### src/rtl/lsu_ahb_dmaster_if.sv
// AHB-Lite data-side bus bundle between the load/store unit (master) and the interconnect (slave).
interface lsu_ahb_dmaster_if #(
  parameter int AW = 32
);
  logic [AW-1:0] haddr;
  logic [1:0]    htrans;
  logic          hwrite;
  logic [2:0]    hsize;
  logic [2:0]    hburst;
  logic [3:0]    hprot;
  logic [31:0]   hwdata;
  logic [31:0]   hrdata;
  logic          hready_in;
  logic          hresp;

  modport master (
    output haddr, htrans, hwrite, hsize, hburst, hprot, hwdata,
    input  hrdata, hready_in, hresp
  );

  modport slave (
    input  haddr, htrans, hwrite, hsize, hburst, hprot, hwdata,
    output hrdata, hready_in, hresp
  );
endinterface

### src/rtl/lsu_ahb_dmaster.sv
// Load/store unit AHB-Lite data master: one non-pipelined SINGLE transfer per load/store.
// Optional macro LSU_MISALIGN_TRAP_EN: trap misaligned half/word requests instead of issuing them.
module lsu_ahb_dmaster #(
  parameter int         AW        = 32,
  parameter logic [3:0] HPROT_VAL = 4'b0001
) (
  input  logic          clk,
  input  logic          rst_n,
  input  logic          ls_req,
  input  logic          ls_we,
  input  logic [1:0]    ls_size,
  input  logic          ls_uns,
  input  logic [AW-1:0] ls_addr,
  input  logic [31:0]   ls_wdata,
  output logic          d_hready,
  output logic [31:0]   ld_data,
  output logic          ld_valid,
  output logic          bus_err,
  output logic          misalign,
  lsu_ahb_dmaster_if.master ahb
);

  typedef enum logic [1:0] {S_IDLE, S_ADDR, S_DATA} state_t;

  state_t        state, state_nxt;
  logic [AW-1:0] addr_q, addr_n;
  logic          we_q, uns_q;
  logic [1:0]    size_q, size_n;
  logic [31:0]   wdata_q, wdata_rep;
  logic          trap, accept;
  logic [7:0]    byte_v;
  logic [15:0]   half_v;
  logic [31:0]   ld_ext;
  logic [1:0]    htrans_c;
  logic [31:0]   hwdata_c;

  // size 11 is carried as a word so hsize never advertises a 64-bit beat
  assign size_n = (ls_size == 2'b11) ? 2'b10 : ls_size;

`ifdef LSU_MISALIGN_TRAP_EN
  assign trap   = (state == S_IDLE) && ls_req &&
                  (((size_n == 2'b01) && ls_addr[0]) ||
                   ((size_n == 2'b10) && (ls_addr[1:0] != 2'b00)));
  assign addr_n = ls_addr;
`else
  assign trap = 1'b0;
  always_comb begin
    addr_n = ls_addr;
    if (size_n == 2'b01) addr_n[0]   = 1'b0;
    if (size_n == 2'b10) addr_n[1:0] = 2'b00;
  end
`endif

  always_comb begin
    case (size_n)
      2'b00:   wdata_rep = {4{ls_wdata[7:0]}};
      2'b01:   wdata_rep = {2{ls_wdata[15:0]}};
      default: wdata_rep = ls_wdata;
    endcase
  end

  assign accept = (state == S_IDLE) && ls_req && !trap;

  always_ff @(posedge clk or negedge rst_n) begin
    if (!rst_n) begin
      state   <= S_IDLE;
      addr_q  <= '0;
      we_q    <= 1'b0;
      uns_q   <= 1'b0;
      size_q  <= 2'b00;
      wdata_q <= '0;
    end else begin
      state <= state_nxt;
      if (accept) begin
        addr_q  <= addr_n;
        we_q    <= ls_we;
        uns_q   <= ls_uns;
        size_q  <= size_n;
        wdata_q <= wdata_rep;
      end
    end
  end

  always_comb begin
    case (addr_q[1:0])
      2'b00:   byte_v = ahb.hrdata[7:0];
      2'b01:   byte_v = ahb.hrdata[15:8];
      2'b10:   byte_v = ahb.hrdata[23:16];
      default: byte_v = ahb.hrdata[31:24];
    endcase
    half_v = addr_q[1] ? ahb.hrdata[31:16] : ahb.hrdata[15:0];
    case (size_q)
      2'b00:   ld_ext = {{24{~uns_q & byte_v[7]}}, byte_v};
      2'b01:   ld_ext = {{16{~uns_q & half_v[15]}}, half_v};
      default: ld_ext = ahb.hrdata;
    endcase
  end

  always_comb begin
    state_nxt = state;
    d_hready  = 1'b1;
    ld_valid  = 1'b0;
    ld_data   = '0;
    bus_err   = 1'b0;
    misalign  = trap;
    htrans_c  = 2'b00;
    hwdata_c  = '0;
    case (state)
      S_IDLE: begin
        d_hready = ~ls_req | trap;
        if (accept) state_nxt = S_ADDR;
      end
      S_ADDR: begin
        htrans_c = 2'b10;
        d_hready = 1'b0;
        if (ahb.hready_in) state_nxt = S_DATA;
      end
      S_DATA: begin
        hwdata_c = we_q ? wdata_q : 32'h0;
        d_hready = ahb.hready_in;
        // an ERROR with hready low is just the first half of the two-cycle response
        if (ahb.hready_in) begin
          state_nxt = S_IDLE;
          if (ahb.hresp) begin
            bus_err = 1'b1;
          end else if (!we_q) begin
            ld_valid = 1'b1;
            ld_data  = ld_ext;
          end
        end
      end
      default: state_nxt = S_IDLE;
    endcase
  end

  assign ahb.haddr  = addr_q;
  assign ahb.htrans = htrans_c;
  assign ahb.hwrite = we_q;
  assign ahb.hsize  = {1'b0, size_q};
  assign ahb.hburst = 3'b000;
  assign ahb.hprot  = HPROT_VAL;
  assign ahb.hwdata = hwdata_c;

endmodule

### src/flat_wrapper.sv
// flat-port wrapper written by rule: the top's interface ports become plain ports
module lsu_ahb_dmaster_flat 
#(
  parameter int         AW        = 32,
  parameter logic [3:0] HPROT_VAL = 4'b0001
)
  (clk, rst_n, ls_req, ls_we, ls_size, ls_uns, ls_addr, ls_wdata, d_hready, ld_data, ld_valid, bus_err, misalign, ahb_haddr, ahb_htrans, ahb_hwrite, ahb_hsize, ahb_hburst, ahb_hprot, ahb_hwdata, ahb_hrdata, ahb_hready_in, ahb_hresp);
  lsu_ahb_dmaster_if #(.AW(AW)) ahb_i ();
  input  logic clk;
  input  logic rst_n;
  input  logic ls_req;
  input  logic ls_we;
  input  logic [1:0] ls_size;
  input  logic ls_uns;
  input  logic [AW-1:0] ls_addr;
  input  logic [31:0] ls_wdata;
  output logic d_hready;
  output logic [31:0] ld_data;
  output logic ld_valid;
  output logic bus_err;
  output logic misalign;
  output wire logic [$bits(ahb_i.haddr)-1:0] ahb_haddr;
  output wire logic [$bits(ahb_i.htrans)-1:0] ahb_htrans;
  output wire logic [$bits(ahb_i.hwrite)-1:0] ahb_hwrite;
  output wire logic [$bits(ahb_i.hsize)-1:0] ahb_hsize;
  output wire logic [$bits(ahb_i.hburst)-1:0] ahb_hburst;
  output wire logic [$bits(ahb_i.hprot)-1:0] ahb_hprot;
  output wire logic [$bits(ahb_i.hwdata)-1:0] ahb_hwdata;
  input wire logic [$bits(ahb_i.hrdata)-1:0] ahb_hrdata;
  input wire logic [$bits(ahb_i.hready_in)-1:0] ahb_hready_in;
  input wire logic [$bits(ahb_i.hresp)-1:0] ahb_hresp;
  assign ahb_haddr = ahb_i.haddr;
  assign ahb_htrans = ahb_i.htrans;
  assign ahb_hwrite = ahb_i.hwrite;
  assign ahb_hsize = ahb_i.hsize;
  assign ahb_hburst = ahb_i.hburst;
  assign ahb_hprot = ahb_i.hprot;
  assign ahb_hwdata = ahb_i.hwdata;
  assign ahb_i.hrdata = ahb_hrdata;
  assign ahb_i.hready_in = ahb_hready_in;
  assign ahb_i.hresp = ahb_hresp;
  lsu_ahb_dmaster #(.AW(AW), .HPROT_VAL(HPROT_VAL)) u_core (.clk(clk), .rst_n(rst_n), .ls_req(ls_req), .ls_we(ls_we), .ls_size(ls_size), .ls_uns(ls_uns), .ls_addr(ls_addr), .ls_wdata(ls_wdata), .d_hready(d_hready), .ld_data(ld_data), .ld_valid(ld_valid), .bus_err(bus_err), .misalign(misalign), .ahb(ahb_i));
endmodule
### config.mk
export PLATFORM = sky130hd
export DESIGN_NAME = lsu_ahb_dmaster_flat
export DESIGN_NICKNAME = d
export VERILOG_FILES = /design/src/rtl/lsu_ahb_dmaster_if.sv /design/src/rtl/lsu_ahb_dmaster.sv /design/src/flat_wrapper.sv
export SDC_FILE = /design/constraint.sdc
export NUM_CORES = 1
export LEC_CHECK = 0
export ABC_AREA = 1
export ABC_CLOCK_PERIOD_IN_PS = 3600
export CAP_MARGIN = 20
export CORE_MARGIN = 5
export CORE_UTILIZATION = 44
export DETAILED_ROUTE_END_ITERATION = 12
export PLACE_DENSITY = 0.87
export SYNTH_ARGS = -nofsm -noshare
export SYNTH_HDL_FRONTEND = slang
export SYNTH_SLANG_ARGS = --single-unit
### constraint.sdc
create_clock -name clk -period 3.6 [get_ports clk]
set_input_delay 0.72 -clock clk [delete_from_list [all_inputs] [get_ports clk]]
set_output_delay 0.72 -clock clk [all_outputs]
set_load 0.02 [all_outputs]
==> flow_summary.yaml <==
cts:
  htree_levels: 3
  clk_path_buf_depth: 2
  cts_sinks: 70
  postCtsSetupRepairBufs: 0
  cts.clk_slew.worst_paths_ns: 0.07
  cts_tree: "done"
  cts_root_buf: "clkbuf_8"
  numCtsBuffers: 9
  clock_latency_ns: 0.34
global_route:
  antenna_found_initial: 0
  grt_pass1_vias: 5023
  grt_pass1_wl_um: 24200
  grt.total_usage: 0.262
  grt_overflow: 0
  grt_max_degree: 71
timing:
  timing.fmax_mhz: 288
  hold_viol: 0
  tightest_slew_ns: 0.893
  hold_slack_ns: 0.482
  skew_ns: 0.00521
  finalSetupViolCount: 0
  rsz0062_at_grt: "no"
  period_needed_ns: 3.47
  slew-limit-headroom: 0.404
  final_max_slew_viol_count: 0
  fin_crit_sh: 0.963
  finalSetupTns_ns: 0
routing:
  initialDrtViolationCount: 364
  firstDrtPassIters: 6
  num_vias: 4889
  drc: 0
  detail-route-antenna-nets: 0
  wl_per_cell_um: 16.9
  routed_wl_um: 15500
  vias_per_cell: 5.31
critical_path:
  r2r-end: "u_core.wdata_q[17]$_DFFE_PN0P_"
  path_class: "in -> out"
  critical_path.startpoint: "ahb_hrdata[31]"
  cp.arrival_ns: 2.75
  start_kind: "input pin"
  timing.rr.start: "u_core.state[1]$_DFFE_PN0P_"
  worstPathCellList: "clkdlybuf4s50_1, nor2_2, nor2_2, nand3_4, nand3_2, nand2_4, nor2_1, clkdlybuf4s50_1"
  endpoint: "ld_data[18]"
  max_stage_delay_ns: 0.63
  critPathMaxFanout: 16
  r2r_slack_ns: 1.91
  cp_slowest_cell: "clkdlybuf4s50_1"
  end_kind: "primary output"
  cp.required_ns: 2.88
  r2r_cells: 6
floorplan:
  pin_count: 218
  core_region_area_um2: 9280
  die_w_um: 108
  die_y_um: 108
  rows: 35
  dieArea_um2: 11600
  initial_core_util: 0.454
yosys:
  synthCells: 595
  syn-cell-area_um2: 4210
  syn_area_per_cell_um2: 7.08
  yosysUniqueCellTypes: 31
  synth-edff-count: 0
  ys_ff_latch: 70
  synth_async_sr_flop_share: 1.00
  synthFlopType: "dfrtp_1"
  yosysSeqAreaShare: 0.416
  yosysWarningCount: 0
final_layout:
  fin_nets: 892
  area_growth_pct: 55.0
  final_layout_size_suffix_gt1_frac: 0.0720
  antenna-diode-count: 0
power_and_ir_drop:
  pwr-share-comb: 0.532
  power.density_nw_per_um2: 696
  switchingPower_uw: 2010
  p_int_uw: 2530
  irDropWorstVdd_v: 0.000413
  power.clock.fraction: 0.157
  p_sw_frac: 0.442
  leakage_uw: 0.00306
  pwr-share-seq: 0.312
place:
  globalplace.congestion: 0.947
  io_buffers: 207
  dp_hpwl_um: 11400
hold_path:
  hold_class: "reg -> reg"
status:
  status: "complete, no violations"
run:
  maxCapViolCount: 0
-- logic make-up (layout without fill, tap and decap cells) --
family                 after synthesis  in the layout  share of synthesized area
and+or+nand+nor                    287            287                      0.295
AOI/OAI and AO/OA                  126            126                      0.165
buffers and inverters              110            299                      0.123
DFF                                 70             70                      0.416
other                                2             10                    0.00178
-- state kept, by name, indices dropped and copies added, names as in the netlist --
name and flops:
u_core.ahb.haddr 32, u_core.state 2, u_core.size_q 2, u_core.ahb.hwrite 1, u_core.uns_q 1, u_core.wdata_q 32
-- cell usage after synthesis (2+ instances only) --
| cell type | number | area [um2] |
|---|---|---|
| conb_1 | 2 | 7.51 |
| nand2_4 | 2 | 22.5 |
| nor2_4 | 11 | 124 |
| dfrtp_1 | 70 | 1750 |
| nor2_2 | 4 | 25.0 |
| nor2_1 | 76 | 285 |
| o21bai_1 | 9 | 67.6 |
| inv_2 | 2 | 7.51 |
| o22ai_1 | 8 | 50.1 |
| nand2_2 | 2 | 12.5 |
| inv_1 | 63 | 236 |
| nand3_2 | 2 | 20.0 |
| nand3_1 | 17 | 85.1 |
| nand2_1 | 171 | 642 |
| buf_6 | 2 | 22.5 |
| o21ai_0 | 57 | 285 |
| buf_2 | 13 | 65.1 |
| o211ai_1 | 7 | 52.6 |
| o21ai_1 | 2 | 10.0 |
| buf_4 | 12 | 90.1 |
| a21oi_1 | 39 | 195 |
| clkbuf_1 | 15 | 56.3 |
-- routing by layer --
metal	track usage	part of all wire	up-vias
li1	-	-	2222
met1	0.291	0.36	2253
met2	0.450	0.48	354
met3	0.100	0.13	60
met4	0.106	0.034	0
met5	0	0	-
-- cell usage in the layout, fill, tap and decap left out, types with 8 or more instances in the layout --
cell type | netlist | routed
nor2_1 | 76 | 76
nor2_4 | 11 | 11
dfrtp_1 | 70 | 69
o21ai_0 | 57 | 57
nand2_1 | 171 | 169
buf_4 | 12 | 9
o21bai_1 | 9 | 9
a21oi_1 | 39 | 39
o22ai_1 | 8 | 8
inv_1 | 63 | 63
clkbuf_8 | 0 | 10
conb_1 | 2 | 10
nand3_1 | 17 | 17
clkdlybuf4s50_1 | 0 | 206
-- worst min-delay path by stage --
stage                                          start                                to  slack, ns  cells after the start
finish              u_core.ahb.haddr[12]$_DFFE_PN0P_  u_core.ahb.haddr[12]$_DFFE_PN0P_       0.48                      2
global route        u_core.ahb.haddr[24]$_DFFE_PN0P_  u_core.ahb.haddr[24]$_DFFE_PN0P_       0.51                      2
CTS                 u_core.ahb.haddr[12]$_DFFE_PN0P_  u_core.ahb.haddr[12]$_DFFE_PN0P_       0.49                      2
detailed placement   u_core.ahb.haddr[3]$_DFFE_PN0P_   u_core.ahb.haddr[3]$_DFFE_PN0P_       0.46                      2
global placement     u_core.ahb.haddr[2]$_DFFE_PN0P_   u_core.ahb.haddr[2]$_DFFE_PN0P_       0.46                      2
floorplan                                      rst_n   u_core.ahb.haddr[0]$_DFFE_PN0P_       0.42                      0
-- cell type report --
type                            count  area (um2)
Inverter                           67         265
Clock buffer                       10         138
Sequential cell                    70        1750
Timing Repair Buffer              216        2150
Multi-Input combinational cell    423        1980
Fill cell                         724        2750
Clock inverter                      6        85.1
Tap cell                          129         161
-- through the flow --
step                cell area [um2]  utilization  setup slack [ns]  cells  power (uW)
floorplan                      4240            -              1.29    603        2830
global placement               6300        0.679             0.219    905        3720
detailed placement             6300        0.679             0.142    905        3790
CTS                            6530        0.703            0.0345    921        4550
global route                   6530        0.703            0.0254    921        4840
finish                         6530        0.703             0.132    921        4540
-- critical path: cells and delay by family --
kind                   cells  cell delay (ns)
and+or+nand+nor            6             0.84
buffers and inverters      2             1.17
-- power by group through the flow --
stage                     clock network, uW  logic [uW]  registers, uW
after floorplan                           0        1260           1560
after global placement                    0        2320           1400
after detailed placement                  0        2380           1410
after CTS                               723        2410           1410
after global routing                    760        2620           1460
final                                   712        2420           1420
-- what timing repair did --
action | in CTS | in global routing
hold buffers | 0 | 0
endpoints found under the hold margin | 0 | 0
setup endpoints to repair | 0 | 20
gates resized for setup | 0 | 2
No activity file was read; power rests on OpenSTA's default activity.
==> RTL edit 1 (config.mk and constraints unchanged) <==
`AW` is set to 32 in 3 places; all go to 48.
--- a/src/rtl/lsu_ahb_dmaster_if.sv
+++ b/src/rtl/lsu_ahb_dmaster_if.sv
@@ -1,6 +1,6 @@
 // AHB-Lite data-side bus bundle between the load/store unit (master) and the interconnect (slave).
 interface lsu_ahb_dmaster_if #(
-  parameter int AW = 32
+  parameter int AW = 48
 );
   logic [AW-1:0] haddr;
   logic [1:0]    htrans;
--- a/src/rtl/lsu_ahb_dmaster.sv
+++ b/src/rtl/lsu_ahb_dmaster.sv
@@ -1,7 +1,7 @@
 // Load/store unit AHB-Lite data master: one non-pipelined SINGLE transfer per load/store.
 // Optional macro LSU_MISALIGN_TRAP_EN: trap misaligned half/word requests instead of issuing them.
 module lsu_ahb_dmaster #(
-  parameter int         AW        = 32,
+  parameter int         AW        = 48,
   parameter logic [3:0] HPROT_VAL = 4'b0001
 ) (
   input  logic          clk,
--- a/src/flat_wrapper.sv
+++ b/src/flat_wrapper.sv
@@ -1,7 +1,7 @@
 // flat-port wrapper written by rule: the top's interface ports become plain ports
 module lsu_ahb_dmaster_flat 
 #(
-  parameter int         AW        = 32,
+  parameter int         AW        = 48,
   parameter logic [3:0] HPROT_VAL = 4'b0001
 )
   (clk, rst_n, ls_req, ls_we, ls_size, ls_uns, ls_addr, ls_wdata, d_hready, ld_data, ld_valid, bus_err, misalign, ahb_haddr, ahb_htrans, ahb_hwrite, ahb_hsize, ahb_hburst, ahb_hprot, ahb_hwdata, ahb_hrdata, ahb_hready_in, ahb_hresp);
Ports: changed (resized ahb_haddr and ls_addr); port bits go from 218 to 250. No check against the original RTL was run, so the function may have changed too.
==> RTL edit 1 against the original RTL <==
Area after synthesis increased by 14%; highest routed layer unchanged; sequential cell count increased by 16; worst setup slack improved by 0.050 ns; via count increased by 5.8%; power increased by 17%; routed wire length increased by 8.1%; fmax increased by 1.5%; design area increased by 14%.
==> RTL edit 1: results (changes against the original RTL) <==
stage,metric,value,unit,change
clock_network,H-tree depth,3,,unchanged
power,Pint,2970,µW,+17%
clock_network,Num CTS Buffers,9,,unchanged
clock_network,buffer count from post-CTS setup fixing,0,,unchanged
power,sequential power share,32.3,%,+1.1 points
run_status,status,"finished, final reports clean",,
synth,Synth area leaders,"dfrtp_1, nand2_1, o21ai_0",,
layout,fillers,848,,+17%
synth,Synth top cells by count,"nand2_1, dfrtp_1, nor2_1",,
global_route,GRT Total Usage,25.4,%,-0.81 points
clock_network,worst skew pair latency,0.35,ns,
synth,post-synthesis compound-gate area fraction,14.4,%,-2.1 points
critical_path,Critical-path top delay cell,clkdlybuf4s50_1,,
placement,DP HPWL,12.8,mm,+13%
global_route,first-pass GRT wire length,26.5,mm,+9.3%
route,routed via count,5172,,+5.8%
global_route,initial antenna violation count,0,,unchanged
synth,Synth warnings,0,,unchanged
layout,fin nets,1011,,+13%
critical_path,FF-to-FF Start,u_core.state[1]$_DFFE_PN0P_,,
layout,Diodes inserted,0,,unchanged
clock_network,post-CTS sizing,0,,unchanged
synth,top-count cell post-synth,nand2_1,,
critical_path,CP max FO,16,,unchanged
timing,worst clock skew,0.0149,ns,+0.00966 ns
critical_path,worst reg-to-reg setup slack,1.49,ns,-0.42 ns
critical_path,Worst EP arrival,2.70,ns,-0.05 ns
critical_path,worst reg2reg path depth,6,,unchanged
global_route,largest net degree at the start of global routing,53,,-25%
route,DR pass1 iterations,6,,unchanged
synth,sequential area share after synthesis,44.7,%,+3.1 points
synth,count of cell types in the netlist,30,,-3.2%
hold_path,Hold Crit Class,in -> async,,
power,Peak supply drop,0.449,mV,+8.7%
synth,multiplexer share of the synthesized area,0,%,unchanged
layout,max reg flops,48,,
synth,ys flop type,dfrtp_1,,
clock_network,CTS max path bufs,2,,unchanged
timing,Tightest Pin Transition,0.626,ns,-0.267 ns
placement,Placer Congestion,0.901,,-4.8%
clock_network,clock-pin slew on the worst setup and hold paths,0.09,ns,+0.02 ns
synth,asr flop ratio synth,100,%,unchanged
layout,share of cells above drive strength 1,6.82,%,-0.38 points
timing,max-slew violation count,0,,unchanged
synth,Post-Synth XOR/XNOR Area,0,%,unchanged
critical_path,Reg-to-Reg End,u_core.ahb.haddr[0]$_DFFE_PN0P_,,
placement,# port buffers,239,,+15%
route,DRT Wirelength,16.8,mm,+8.1%
critical_path,Worst path max stage delay,0.61,ns,-0.02 ns
synth,adder-cell share of the synthesized area,0,%,unchanged
route,initial DRC count,467,,+28%
power,leakage,0.00354,µW,+16%
clock_network,Clock Tree Root,clkbuf_8,,
[RTL edit 1: critical path, delay by kind of cell]
kind | cells | cell delay, ns
buf+inv | 2 | 1.14
simple gates | 6 | 0.82
[RTL edit 1: through the flow]
stage / utilization (%) / instances / instance area (µm²) / setup slack (ns) / hold WS [ns]
6_report: 69.2 / 1035 / 7470 / 0.182 / 0.389
5_1_grt: 69.2 / 1035 / 7470 / 0.0369 / 0.434
4_1_cts: 69.2 / 1035 / 7470 / 0.185 / 0.405
3_5_place_dp: 67.3 / 1019 / 7260 / 0.196 / 0.464
3_3_place_gp: 67.3 / 1019 / 7260 / 0.232 / 0.461
2_1_floorplan: - / 671 / 4850 / 1.29 / 0.424
[RTL edit 1: layer usage]
metal	track usage [%]	up-vias	wire length, µm
met5	0	-	0
met4	10.8	0	558
met3	9.73	43	2090
met2	42.0	268	8030
met1	29.5	2362	6120
li1	-	2499	-
[RTL edit 1: cell families after synthesis]
logic type             after synthesis
DFF                                 86
buffers and inverters              114
AOI/OAI and AO/OA                  126
other                                2
and+or+nand+nor                    335
[RTL edit 1: worst max path at each step]
| stage | from | slack (ns) | depth (start not counted) | endpoint |
|---|---|---|---|---|
| finish | ahb_hrdata[31] | 0.18 | 8 | ld_data[20] |
| global route | ahb_hrdata[31] | 0.04 | 8 | ld_data[31] |
| CTS | ahb_hrdata[31] | 0.18 | 8 | ld_data[20] |
| detailed placement | ahb_hrdata[31] | 0.20 | 8 | ld_data[20] |
| global placement | ahb_hrdata[31] | 0.23 | 8 | ld_data[18] |
| floorplan | ahb_hresp | 1.29 | 4 | ld_data[7] |
[RTL edit 1: power groups by stage]
stage	Clock, µW	Combinational [µW]	Sequential (µW)
2_1_floorplan	0	1390	1980
3_3_place_gp	0	2820	1700
3_5_place_dp	0	2880	1710
4_1_cts	723	2890	1710
5_1_grt	760	3160	1770
6_report	710	2870	1710
[RTL edit 1: final cells by class]
cell class	instances	area [µm²]	area share, %
timing repair buffer	255	2510	33.6
multi-input combinational	471	2160	28.9
sequential	86	2150	28.8
inverter	67	265	3.55
tap	140	175	2.35
clock buffer	12	155	2.08
clock inverter	4	55.1	0.737
==> RTL edit 2 (same settings) <==
Made on the original files. Re-encode `state_t` (3 states) as one-hot, 3 bits wide.
--- a/src/rtl/lsu_ahb_dmaster.sv
+++ b/src/rtl/lsu_ahb_dmaster.sv
@@ -20,7 +20,7 @@
   lsu_ahb_dmaster_if.master ahb
 );
 
-  typedef enum logic [1:0] {S_IDLE, S_ADDR, S_DATA} state_t;
+  typedef enum logic [2:0] {S_IDLE = 3'b001, S_ADDR = 3'b010, S_DATA = 3'b100} state_t;
 
   state_t        state, state_nxt;
   logic [AW-1:0] addr_q, addr_n;
Function: no difference found for any inputs over 10 cycles, from zero or initial values and one cycle with rst_n low; not proved beyond that.
==> RTL edit 2 against the original RTL <==
Sequential cell count is 1 higher; area after synthesis up 2.7%; design area rose by 1.1%; power shrank 5.0%; routed wire length decreased by 5.4%; worst setup slack got worse by 0.0056 ns; non-clock buffer count is the same; register-to-register slack lost 0.39 ns; largest cell class unchanged; highest routed layer unchanged.
==> RTL edit 2: results (changes against the original RTL) <==
stage,metric,value,unit,change
run_status,status,"finished, final reports clean",,
route,initial DRC count,291,,-20%
layout,sequential share of cell area,26.9,%,+0.089 points
timing,worst clock skew,0.0122,ns,+0.00697 ns
layout,share of cells above drive strength 1,7.23,%,+0.035 points
critical_path,FF-to-FF Start,u_core.state[0]$_DFFE_PN1P_,,
global_route,largest net degree at the start of global routing,69,,-2.8%
layout,Multi-input gate area,0.00204,mm²,+2.9%
critical_path,worst reg2reg path depth,7,,+1
synth,sequential area share after synthesis,41.1,%,-0.47 points
global_route,GRT Total Usage,24.6,%,-1.6 points
route,met2 WL post-DR,7.25,mm,-2.2%
layout,fillers,777,,+7.3%
critical_path,CP endpoint,ld_data[23],,
synth,Synth area leaders,"dfrtp_1, nand2_1, nor2_1",,
power,Peak supply drop,0.747,mV,+81%
layout,fraction of area in multi-input gates,30.8,%,+0.54 points
critical_path,worst reg-to-reg setup slack,1.52,ns,-0.39 ns
global_route,first-pass GRT wire length,23.2,mm,-4.2%
layout,Multi-In Gates,432,,+2.1%
layout,sequential cell count,71,,+1.4%
placement,DP HPWL,11.0,mm,-2.8%
power,leakage,0.00317,µW,+3.5%
route,Avg WL per Cell,15.7,µm,-6.8%
critical_path,Reg-to-Reg End,u_core.wdata_q[18]$_DFFE_PN0P_,,
layout,Final Util,68.2,%,-2.2 points
layout,fin cells,935,,+1.5%
hold_path,Hold Crit Class,in -> async,,
route,DRT met1 WL,5.47,mm,-2.5%
-- RTL edit 2: worst max-delay path, delay by kind of cell --
kind	cells	cell delay (ns)
buffers and inverters	2	1.18
AND/OR/NAND/NOR	6	0.85
-- RTL edit 2: kinds of logic (layout without fill, tap and decap cells) --
| group | after synthesis | after routing | share of synthesized area [%] |
|---|---|---|---|
| and+or+nand+nor | 299 | 299 | 30.4 |
| AOI/OAI and AO/OA | 123 | 123 | 15.7 |
| buffers and inverters | 111 | 299 | 12.6 |
| DFF | 71 | 71 | 41.1 |
| other | 2 | 10 | 0.174 |
-- RTL edit 2: power by group --
part / switching [µW] / total, µW / internal (µW)
sequential: 246 / 1430 / 1180
clock: 301 / 688 / 388
combinational: 1320 / 2200 / 879
-- RTL edit 2: per-layer routing --
layer / GRT usage, % / up-vias
met1: 27.6 / 2186
met4: 7.66 / 0
met3: 9.30 / 32
met5: 0 / -
li1: - / 2271
met2: 43.2 / 267
